<file path="src/rtl/seven_segment_pkg.sv">
// Shared constants and helpers for the seven-segment scan decoder.
// Holds the legal digit patterns (active-high, bit0=a .. bit6=g), the blank
// pattern, the error codes and the tracker FSM state type.
package seven_segment_pkg;

  localparam logic [6:0] SEG_0     = 7'b0111111;
  localparam logic [6:0] SEG_1     = 7'b0000110;
  localparam logic [6:0] SEG_2     = 7'b1011011;
  localparam logic [6:0] SEG_3     = 7'b1001111;
  localparam logic [6:0] SEG_4     = 7'b1100110;
  localparam logic [6:0] SEG_5     = 7'b1101101;
  localparam logic [6:0] SEG_6     = 7'b1111101;
  localparam logic [6:0] SEG_7     = 7'b0000111;
  localparam logic [6:0] SEG_8     = 7'b1111111;
  localparam logic [6:0] SEG_9     = 7'b1101111;
  localparam logic [6:0] SEG_BLANK = 7'b0000000;

  localparam logic [3:0] CODE_ILLEGAL = 4'hE;
  localparam logic [3:0] CODE_BLANK   = 4'hF;

  typedef enum logic {
    TRACK = 1'b0,
    HOLD  = 1'b1
  } track_state_t;

  // True when exactly one bit of the digit select is set.
  function automatic logic is_one_hot(input logic [3:0] v);
    return (v != 4'b0000) && ((v & (v - 4'd1)) == 4'b0000);
  endfunction

endpackage

</file>
<file path="src/rtl/seven_segment_pattern_decode.sv">
// Combinational segment-pattern decoder.
// Ports:
//   seg   - 7-bit segment pattern, bit0=a .. bit6=g
//   value - decoded nibble: 0..9, 4'hF for blank, 4'hE for any other pattern
//   err   - set when the pattern is not one of the ten legal digits
module seven_segment_pattern_decode
  import seven_segment_pkg::*;
(
  input  logic [6:0] seg,
  output logic [3:0] value,
  output logic       err
);

  // Pattern lookup; everything outside the ten digits is flagged.
  always_comb begin
    value = CODE_ILLEGAL;
    err   = 1'b1;
    case (seg)
      SEG_0:     begin value = 4'd0; err = 1'b0; end
      SEG_1:     begin value = 4'd1; err = 1'b0; end
      SEG_2:     begin value = 4'd2; err = 1'b0; end
      SEG_3:     begin value = 4'd3; err = 1'b0; end
      SEG_4:     begin value = 4'd4; err = 1'b0; end
      SEG_5:     begin value = 4'd5; err = 1'b0; end
      SEG_6:     begin value = 4'd6; err = 1'b0; end
      SEG_7:     begin value = 4'd7; err = 1'b0; end
      SEG_8:     begin value = 4'd8; err = 1'b0; end
      SEG_9:     begin value = 4'd9; err = 1'b0; end
      SEG_BLANK: begin value = CODE_BLANK; err = 1'b1; end
      default:   begin value = CODE_ILLEGAL; err = 1'b1; end
    endcase
  end

endmodule

</file>
<file path="src/rtl/seven_segment_scan_decoder.sv">
// Seven-segment scan decoder: snoops a multiplexed 4-digit display drive
// (segment pattern + one-hot digit select), accepts a digit once its
// pattern/select pair has been stable for STABLE_CYCLES samples, and emits a
// decoded 4-digit frame once every digit position has been seen.
// Ports:
//   clk, rst    - clock, asynchronous active-high reset
//   seg         - segment pattern (bit0=a .. bit6=g)
//   an          - one-hot digit select, an[i] selects digit i
//   digits      - decoded frame, digit i in bits [4i+3:4i]
//   frame_valid - one-cycle pulse when digits/digit_err/frame_err update
//   digit_err   - per-digit illegal-pattern flags
//   frame_err   - OR of digit_err
module seven_segment_scan_decoder
  import seven_segment_pkg::*;
#(
  parameter int unsigned STABLE_CYCLES = 4
) (
  input  logic        clk,
  input  logic        rst,
  input  logic [6:0]  seg,
  input  logic [3:0]  an,
  output logic [15:0] digits,
  output logic        frame_valid,
  output logic [3:0]  digit_err,
  output logic        frame_err
);

  localparam int unsigned CNT_W = $clog2(STABLE_CYCLES + 1);
  localparam logic [CNT_W-1:0] CNT_MAX = CNT_W'(STABLE_CYCLES);
  localparam logic [CNT_W-1:0] CNT_ONE = CNT_W'(1);

  logic [6:0]       seg_r;
  logic [3:0]       an_r;
  logic [10:0]      prev_r;      // {seg_r, an_r} as seen on the previous edge
  logic [CNT_W-1:0] cnt_r;
  track_state_t     state_r;
  track_state_t     state_next_s;
  logic [3:0]       seen_r;
  logic [15:0]      buf_val_r;
  logic [3:0]       buf_err_r;

  logic             changed_s;
  logic [CNT_W-1:0] cnt_next_s;
  logic             capture_s;
  logic             frame_done_s;
  logic [3:0]       dec_value_s;
  logic             dec_err_s;

  seven_segment_pattern_decode u_decode (
    .seg   (seg_r),
    .value (dec_value_s),
    .err   (dec_err_s)
  );

  // Input registers and previous-sample copy for change detection.
  always_ff @(posedge clk or posedge rst) begin
    if (rst) begin
      seg_r  <= 7'd0;
      an_r   <= 4'd0;
      prev_r <= 11'd0;
    end else begin
      seg_r  <= seg;
      an_r   <= an;
      prev_r <= {seg_r, an_r};
    end
  end

  // Stability counter next value and capture qualification.
  always_comb begin
    changed_s  = ({seg_r, an_r} != prev_r);
    cnt_next_s = cnt_r;
    if (changed_s) begin
      cnt_next_s = CNT_ONE;
    end else if (cnt_r == CNT_MAX) begin
      cnt_next_s = cnt_r;
    end else begin
      cnt_next_s = cnt_r + CNT_ONE;
    end
    // Capture on the edge where the count of identical samples hits the target.
    capture_s    = (state_r == TRACK) && is_one_hot(an_r) && (cnt_next_s == CNT_MAX);
    frame_done_s = (seen_r == 4'b1111);
  end

  // Tracker FSM next-state logic.
  always_comb begin
    state_next_s = state_r;
    case (state_r)
      TRACK: begin
        if (capture_s) begin
          state_next_s = HOLD;
        end else begin
          state_next_s = TRACK;
        end
      end
      HOLD: begin
        if (changed_s) begin
          state_next_s = TRACK;
        end else begin
          state_next_s = HOLD;
        end
      end
      default: state_next_s = TRACK;
    endcase
  end

  // Counter and FSM state registers.
  always_ff @(posedge clk or posedge rst) begin
    if (rst) begin
      cnt_r   <= '0;
      state_r <= TRACK;
    end else begin
      cnt_r   <= cnt_next_s;
      state_r <= state_next_s;
    end
  end

  // Frame buffer and seen-mask; a capture on the completion edge starts the next frame.
  always_ff @(posedge clk or posedge rst) begin
    if (rst) begin
      seen_r    <= 4'b0000;
      buf_val_r <= 16'h0000;
      buf_err_r <= 4'b0000;
    end else begin
      if (frame_done_s) begin
        seen_r <= capture_s ? an_r : 4'b0000;
      end else if (capture_s) begin
        seen_r <= seen_r | an_r;
      end
      for (int i = 0; i < 4; i++) begin
        if (capture_s && an_r[i]) begin
          buf_val_r[4*i +: 4] <= dec_value_s;
          buf_err_r[i]        <= dec_err_s;
        end
      end
    end
  end

  // Output frame registers; load the buffer as it stood before this edge.
  always_ff @(posedge clk or posedge rst) begin
    if (rst) begin
      digits      <= 16'h0000;
      digit_err   <= 4'b0000;
      frame_err   <= 1'b0;
      frame_valid <= 1'b0;
    end else begin
      frame_valid <= frame_done_s;
      if (frame_done_s) begin
        digits    <= buf_val_r;
        digit_err <= buf_err_r;
        frame_err <= |buf_err_r;
      end
    end
  end

endmodule

</file>
<file path="config.mk">
export PLATFORM = sky130hd
export DESIGN_NAME = seven_segment_scan_decoder
export DESIGN_NICKNAME = d
export VERILOG_FILES = /design/src/rtl/seven_segment_pkg.sv /design/src/rtl/seven_segment_pattern_decode.sv /design/src/rtl/seven_segment_scan_decoder.sv
export SDC_FILE = /design/constraint.sdc
export NUM_CORES = 1
export LEC_CHECK = 0
export BUFFER_PORTS_ARGS = -buffer_cell sky130_fd_sc_hd__buf_4
export CORE_MARGIN = 5
export CORE_UTILIZATION = 59
export CTS_BUF_LIST = sky130_fd_sc_hd__clkbuf_2
export DETAILED_ROUTE_END_ITERATION = 8
export PLACE_DENSITY = 0.81
export SLEW_MARGIN = 20
export SYNTH_ARGS = -nofsm -noshare
export SYNTH_HDL_FRONTEND = slang
export SYNTH_SLANG_ARGS = --single-unit
</file>
<file path="constraint.sdc">
create_clock -name clk -period 2.99 [get_ports clk]
set_clock_uncertainty 0.2 [all_clocks]
set_input_delay 0.1495 -clock clk [delete_from_list [all_inputs] [get_ports clk]]
set_output_delay 0.1495 -clock clk [all_outputs]
set_load 0.05 [all_outputs]
</file>
==> run summary, run 1 <==
Clock buffer depth: 2
Startpoint type of the worst setup path: flop
Leakage power: 1.76 nW
Sequential-to-total area share from yosys stat: 0.625
Final instance area: 3430 µm²
Number of I/O port buffers: 34
CTS resizes: 0
Die Y: 79.9 µm
CTS tree: yes
Total gr overflow: 0
Count leader, synth: nand2_1
CP required: 3.18 ns
Number of global-route vias before repair: 1918
Mapped Cells: 249
First-pass GRT wire length: 8960 µm
CTS clk-pin slew, worst paths: 0.19 ns
TNS Setup: 0 ns
Vias/cell: 5.18
Tmin final: 2.57 ns
Clock power share: 0.325
Starting Density: 0.611
Area grow syn2layout: 19.0%
Core Area: 4720 µm²
Fraction of layout cells with a size suffix above 1: 0.264
Clock latency at the later pin of the worst-skew pair: 0.50 ns
Final ANT Viol Nets: 0
Detailed Route WL: 5090 µm
Htree depth: 3
N_diodes: 0
Asr flop ratio synth: 1.00
Clk root buf: clkbuf_2
Post-CTS setup buffer count: 0
Post-synth EDFFs: 0
Die X: 79.9 µm
Largest net degree at the start of global routing: 47
Final nets: 313
Min-delay worst type: in -> async
Comb pwr share: 0.050
Clk sink count: 72
Final hold violations: 0
Drt first-iter violations: 116
Area after DPL: 3200 µm²
# DRC: 0
Drt wl/cell: 13.7 µm
Num CTS Buffers: 9
Period utilization: 0.860
Synth cell types: 38
RSZ-0062 raised after global routing: false
IO Pins: 35
Power Density: 471 nW/µm²
Max FO, Critical Path: 6
Final setup fails: 0
GRT Total Usage: 0.186
Synth top area cells: dfrtp_1 62%, nand2_1 9.6%, mux2_2 7.8%
Commonest cells post-synth: 74 x nand2_1, 72 x dfrtp_1, 20 x mux2_2
Final HPWL DP: 3500 µm
Pre-antenna DRT Iters: 4
Final max-slew violation count: 0
Synth Flop Type: dfrtp_1
Slew @ Worst Pin: 0.612 ns
Synth top area share: 0.625
Synth Register Bits: 72
Setup crit end kind: flop
Via count: 1916
Max Cap Viol: 0
Die area: 6390 µm²
Internal: 1.22 mW
Sw frac: 0.243
Net Sw Power: 0.393 mW
Mapped Area: 2880 µm²
Syn avg cell area: 11.6 µm²
Num rows: 25
Final Wtd Congestion: 0.758
Largest area contributor in the netlist: dfrtp_1
YS warnings: 0
Slew HR: 0.592
Initial antenna violation count: 0
Hold_buf cts: 12
Setup Crit Path Kind: reg -> reg
Status: complete, no violations
Syn nets: 264
Peak VDD IR: 393 µV
Flop pwr share: 0.625
WP data arrival: 2.76 ns
FMAX: 0.389 GHz
==> logic make-up (layout without fill, tap and decap cells) <==
kind of cell,after synthesis,count (layout),share of synthesized area
and+or+nand+nor,110,110,0.175
AOI/OAI and AO/OA,16,16,0.0482
DFF,72,72,0.625
xor gates and xnor gates,14,14,0.0425
adders and majority gates,2,2,0.00868
muxes,20,20,0.0781
buffers and inverters,15,69,0.0230
==> placed cells by master, fill, tap and decap left out, types with 3 or more instances in the layout <==
cell | netlist | routed
buf_4 | 0 | 35
clkbuf_2 | 2 | 10
dfrtp_1 | 72 | 72
dlygate4sd3_1 | 0 | 12
inv_1 | 5 | 4
mux2_2 | 20 | 20
nand2_1 | 74 | 74
nand3_1 | 4 | 4
nand4_1 | 4 | 4
nor2_1 | 6 | 6
nor3_1 | 5 | 5
o211ai_1 | 3 | 3
xnor2_1 | 13 | 13
==> flip-flops by register name, summed over array words and instances, names as in the netlist <==
name and flops:
seen_r 4, seg_r 7, digit_err 4, frame_valid 1
frame_err 1, cnt_r 3, digits 16, buf_err_r 4
prev_r 11, state_r 1, buf_val_r 16, an_r 4
==> critical path, cell delays in order (launching register included) <==
cell and delay [ns]:
dfrtp_1 0.44, inv_1 0.15, ha_1 0.26, or2_2 0.32, a2111oi_4 0.43, nand3_1 0.33
mux2_2 0.36
==> through the flow <==
stage | cells | worst slack, ns | hold WS, ns | total power [mW] | util
final | 370 | 0.418 | 0.0435 | 1.62 | 0.727
after global routing | 370 | 0.279 | 0.0437 | 1.69 | 0.727
after CTS | 370 | 0.400 | 0.0377 | 1.63 | 0.727
after detailed placement | 342 | 0.419 | 0.0501 | 1.10 | 0.678
after global placement | 342 | 0.485 | 0.0352 | 1.10 | 0.678
after floorplan | 249 | 0.628 | -0.0191 | 1.07 | -
==> layout make-up <==
class	count	area (µm²)
inverter	5	18.8
sequential	72	1800
fill	341	1290
tap	67	83.8
clock inverter	6	60.1
multi-input combinational	162	1020
timing repair buffer	48	403
clock buffer	10	50.0
==> routing by layer <==
layer,vias to the layer above,track usage,part of all wire
met2,37,0.295,0.49
met3,11,0.0418,0.037
met4,0,0.0912,0.023
li1,934,-,-
met5,-,0,0
met1,934,0.242,0.45
==> power by group through the flow <==
stage / clock, mW / combinational [mW] / sequential (mW)
after floorplan: 0 / 0.0553 / 1.02
after global placement: 0 / 0.0683 / 1.03
after detailed placement: 0 / 0.0697 / 1.03
after CTS: 0.537 / 0.0823 / 1.01
after global routing: 0.586 / 0.0919 / 1.01
final: 0.526 / 0.0809 / 1.01
==> final timing paths <==
path / end / start / cells after the start / slack, ns
setup / recovery: buf_err_r[3] / cnt_r[0] / 6 / 0.42
hold reg to reg: digits[5] / buf_val_r[5] / 2 / 0.29
max in group asynchronous: buf_err_r[3] / rst / 4 / 1.91
min in group clk: seg_r[0] / seg[0] / 2 / 0.09
hold / removal: an_r[3] / rst / 3 / 0.04
setup reg to reg: buf_err_r[3] / cnt_r[0] / 6 / 0.42
Note: power is estimated with default switching activity, not from simulation.
==> inputs of run 2 (changes only) <==
- CORE_ASPECT_RATIO: not set -> 0.6
- CORE_UTILIZATION: 59 -> 31
- PLACE_DENSITY: 0.81 -> not set
- clock period: 2.99 -> 2.4 ns (I/O delays scaled with it)
==> run 2 against run 1 <==
Against the previous run: first-iteration DRC count increased by 4.3%; sequential cell count unchanged; core utilization decreased by 32 points; global-route usage decreased by 7.6 points; critical path depth increased by 3; via count increased by 4.9%; die area increased by 78%; wire length increased by 10%.
==> run summary, run 2 (synthesis gave the netlist of run 1 again) <==
Clock power share: 0.277 (was 0.325)
Core Area: 9120 µm² (was 4720 µm²)
Drt first-iter violations: 121 (was 116)
Flop pwr share: 0.655 (was 0.625)
Via count: 2009 (was 1916)
Cell Chain, Critical Path: buf_4 -> ha_2 -> nor3b_2 -> nor3_2 -> a2111oi_4 -> buf_4 -> nand3_1 -> buf_4 -> mux2_2 (was inv_1 -> ha_1 -> or2_2 -> a2111oi_4 -> nand3_1 -> mux2_2)
Die area: 11400 µm² (was 6390 µm²)
Power Density: 518 nW/µm² (was 471 nW/µm²)
Peak VDD IR: 271 µV (was 393 µV)
N_diodes: 0 (unchanged)
Status: complete, no violations (unchanged)
Final hold violations: 0 (unchanged)
IO Pins: 35 (unchanged)
Largest net degree at the start of global routing: 62 (was 47)
Commonest cells after routing, fill and taps aside: 74 x nand2_1, 72 x dfrtp_1, 50 x buf_4 (was 74 x nand2_1, 72 x dfrtp_1, 35 x buf_4)
Setup Crit Path Kind: reg -> reg (unchanged)
Final setup fails: 0 (unchanged)
Pre-antenna DRT Iters: 4 (unchanged)
Filler Cell Count: 942 (was 341)
Setup crit end kind: flop (unchanged)
Max stage delay on crit path: 0.41 ns (was 0.44 ns)
Most common cell after layout, fill and taps aside: nand2_1 (unchanged)
CTS tree: yes (unchanged)
RR Startpoint: cnt_r[0] (unchanged)
R2R Path End: buf_val_r[14] (was buf_err_r[3])
# DRC: 0 (unchanged)
Register area: 1800 µm² (unchanged)
Top flop regs: buf_val_r (16), digits (16), prev_r (11) (unchanged)
Number of global-route vias before repair: 2055 (was 1918)
Fraction of layout cells with a size suffix above 1: 0.307 (was 0.264)
WP data arrival: 2.54 ns (was 2.76 ns)
GRT Total Usage: 0.110 (was 0.186)
Die X: 135 µm (was 79.9 µm)
Net Sw Power: 0.478 mW (was 0.393 mW)
Clock latency at the later pin of the worst-skew pair: 0.52 ns (was 0.50 ns)
Sw frac: 0.250 (was 0.243)
Worst R2R Path Depth: 9 (was 6)
FMAX: 0.432 GHz (was 0.389 GHz)
CP endpoint: buf_val_r[14] (was buf_err_r[3])
Die Y: 84.7 µm (was 79.9 µm)
CP Depth: 9 (was 6)
Tmin final: 2.32 ns (was 2.57 ns)
Internal: 1.43 mW (was 1.22 mW)
Final max-slew violation count: 0 (unchanged)
Final nets: 336 (was 313)
Top delay family on crit path: buffers and inverters (was simple AND/OR/NAND/NOR gates)
Vias/cell: 4.55 (was 5.18)
Final ANT Viol Nets: 0 (unchanged)
Fin cells: 442 (was 370)
Htree depth: 3 (unchanged)
Comb pwr share: 0.068 (was 0.050)
Multi-input logic area: 1050 µm² (was 1020 µm²)
Detailed Route WL: 5600 µm (was 5090 µm)
Startpoint type of the worst setup path: flop (unchanged)
Leakage power: 1.86 nW (was 1.76 nW)
Clk root buf: clkbuf_2 (unchanged)
Most used cell, CP: buf_4
Slew HR: 0.680 (was 0.592)
CP bufs+invs: 3 (was 1)
Num rows: 27 (was 25)
Drt wl/cell: 12.7 µm (was 13.7 µm)
Area grow syn2layout: 27.9% (was 19.0%)
Min-delay worst type: in -> reg (was in -> async)
CTS clk-pin slew, worst paths: 0.18 ns (was 0.19 ns)
Setup slack, reg-to-reg: 0.08 ns (was 0.42 ns)
Num CTS Buffers: 9 (unchanged)
Inst Count DP: 406 (was 342)
Number of I/O port buffers: 34 (unchanged)
Slew @ Worst Pin: 0.477 ns (was 0.612 ns)
Period utilization: 0.966 (was 0.860)
CP Launch Point: cnt_r[0] (unchanged)
Final Wtd Congestion: 0.747 (was 0.758)
RSZ-0062 raised after global routing: false (unchanged)
Total gr overflow: 0 (unchanged)
Clk sink count: 72 (unchanged)
Max FO, Critical Path: 6 (unchanged)
Max Cap Viol: 0 (unchanged)
Starting Density: 0.316 (was 0.611)
Final HPWL DP: 3950 µm (was 3500 µm)
Slowest CP cell: dfrtp_1 (unchanged)
Initial antenna violation count: 0 (unchanged)
CP required: 2.62 ns (was 3.18 ns)
TNS Setup: 0 ns (unchanged)
First-pass GRT wire length: 9780 µm (was 8960 µm)
Clock buffer depth: 2 (unchanged)
-- run 2: power by group through the flow --
stage / logic [mW] / registers (mW) / clock network [mW]
2_1_floorplan: 0.0688 / 1.27 / 0
3_3_place_gp: 0.106 / 1.27 / 0
3_5_place_dp: 0.107 / 1.27 / 0
4_1_cts: 0.132 / 1.25 / 0.567
5_1_grt: 0.146 / 1.26 / 0.613
6_report: 0.130 / 1.25 / 0.530
-- run 2: worst min path at each step --
stage	slack [ns]	cells after the start	end	startpoint
CTS	0.0007	2	seg_r[6]	seg[6]
detailed placement	-0.12	2	digit_err[0]	rst
global placement	-0.13	2	digit_err[0]	rst
global route	0.0009	2	seg_r[6]	seg[6]
finish	0.05	2	seg_r[6]	seg[6]
floorplan	-0.05	0	an_r[0]	an[0]
-- run 2: timing repair --
item,in CTS,in global routing
pin swaps,1,1
cloned,0,0
setup endpoints to repair,1,20
setup buffers,1,0
hold buffers,19,0
resized for setup,0,7
hold endpoints to repair,83,0
-- run 2: cell type report --
cell class                 count  area share
timing repair buffer          71       0.162
clock buffer                  11      0.0149
inverter                       5     0.00509
multi-input combinational    162       0.284
tap                          116      0.0394
sequential                    72       0.489
clock inverter                 5     0.00645
-- run 2: metal layers --
metal,share of wire,global-route usage
met1,0.50,0.152
met2,0.42,0.153
met3,0.060,0.0455
met4,0.018,0.0416
met5,0,0
-- run 2: metrics by stage --
step                      area [µm²]  worst slack [ns]  hold slack (ns)  power (mW)  utilization
final                           3690            0.0826           0.0544        1.91        0.404
after global routing            3690           0.00604         0.000908        2.02        0.404
after CTS                       3650           0.00225         0.000704        1.95        0.401
after detailed placement        3380            0.0342           -0.122        1.38        0.370
after global placement          3380            0.0850           -0.126        1.38        0.370
after floorplan                 2880            0.0382          -0.0486        1.34            -
-- run 2: worst reg2reg max path, cell delays in order (launching register included) --
cell	delay, ns
dfrtp_1	0.41
buf_4	0.14
ha_2	0.20
nor3b_2	0.21
nor3_2	0.08
a2111oi_4	0.26
buf_4	0.19
nand3_1	0.08
buf_4	0.18
mux2_2	0.27
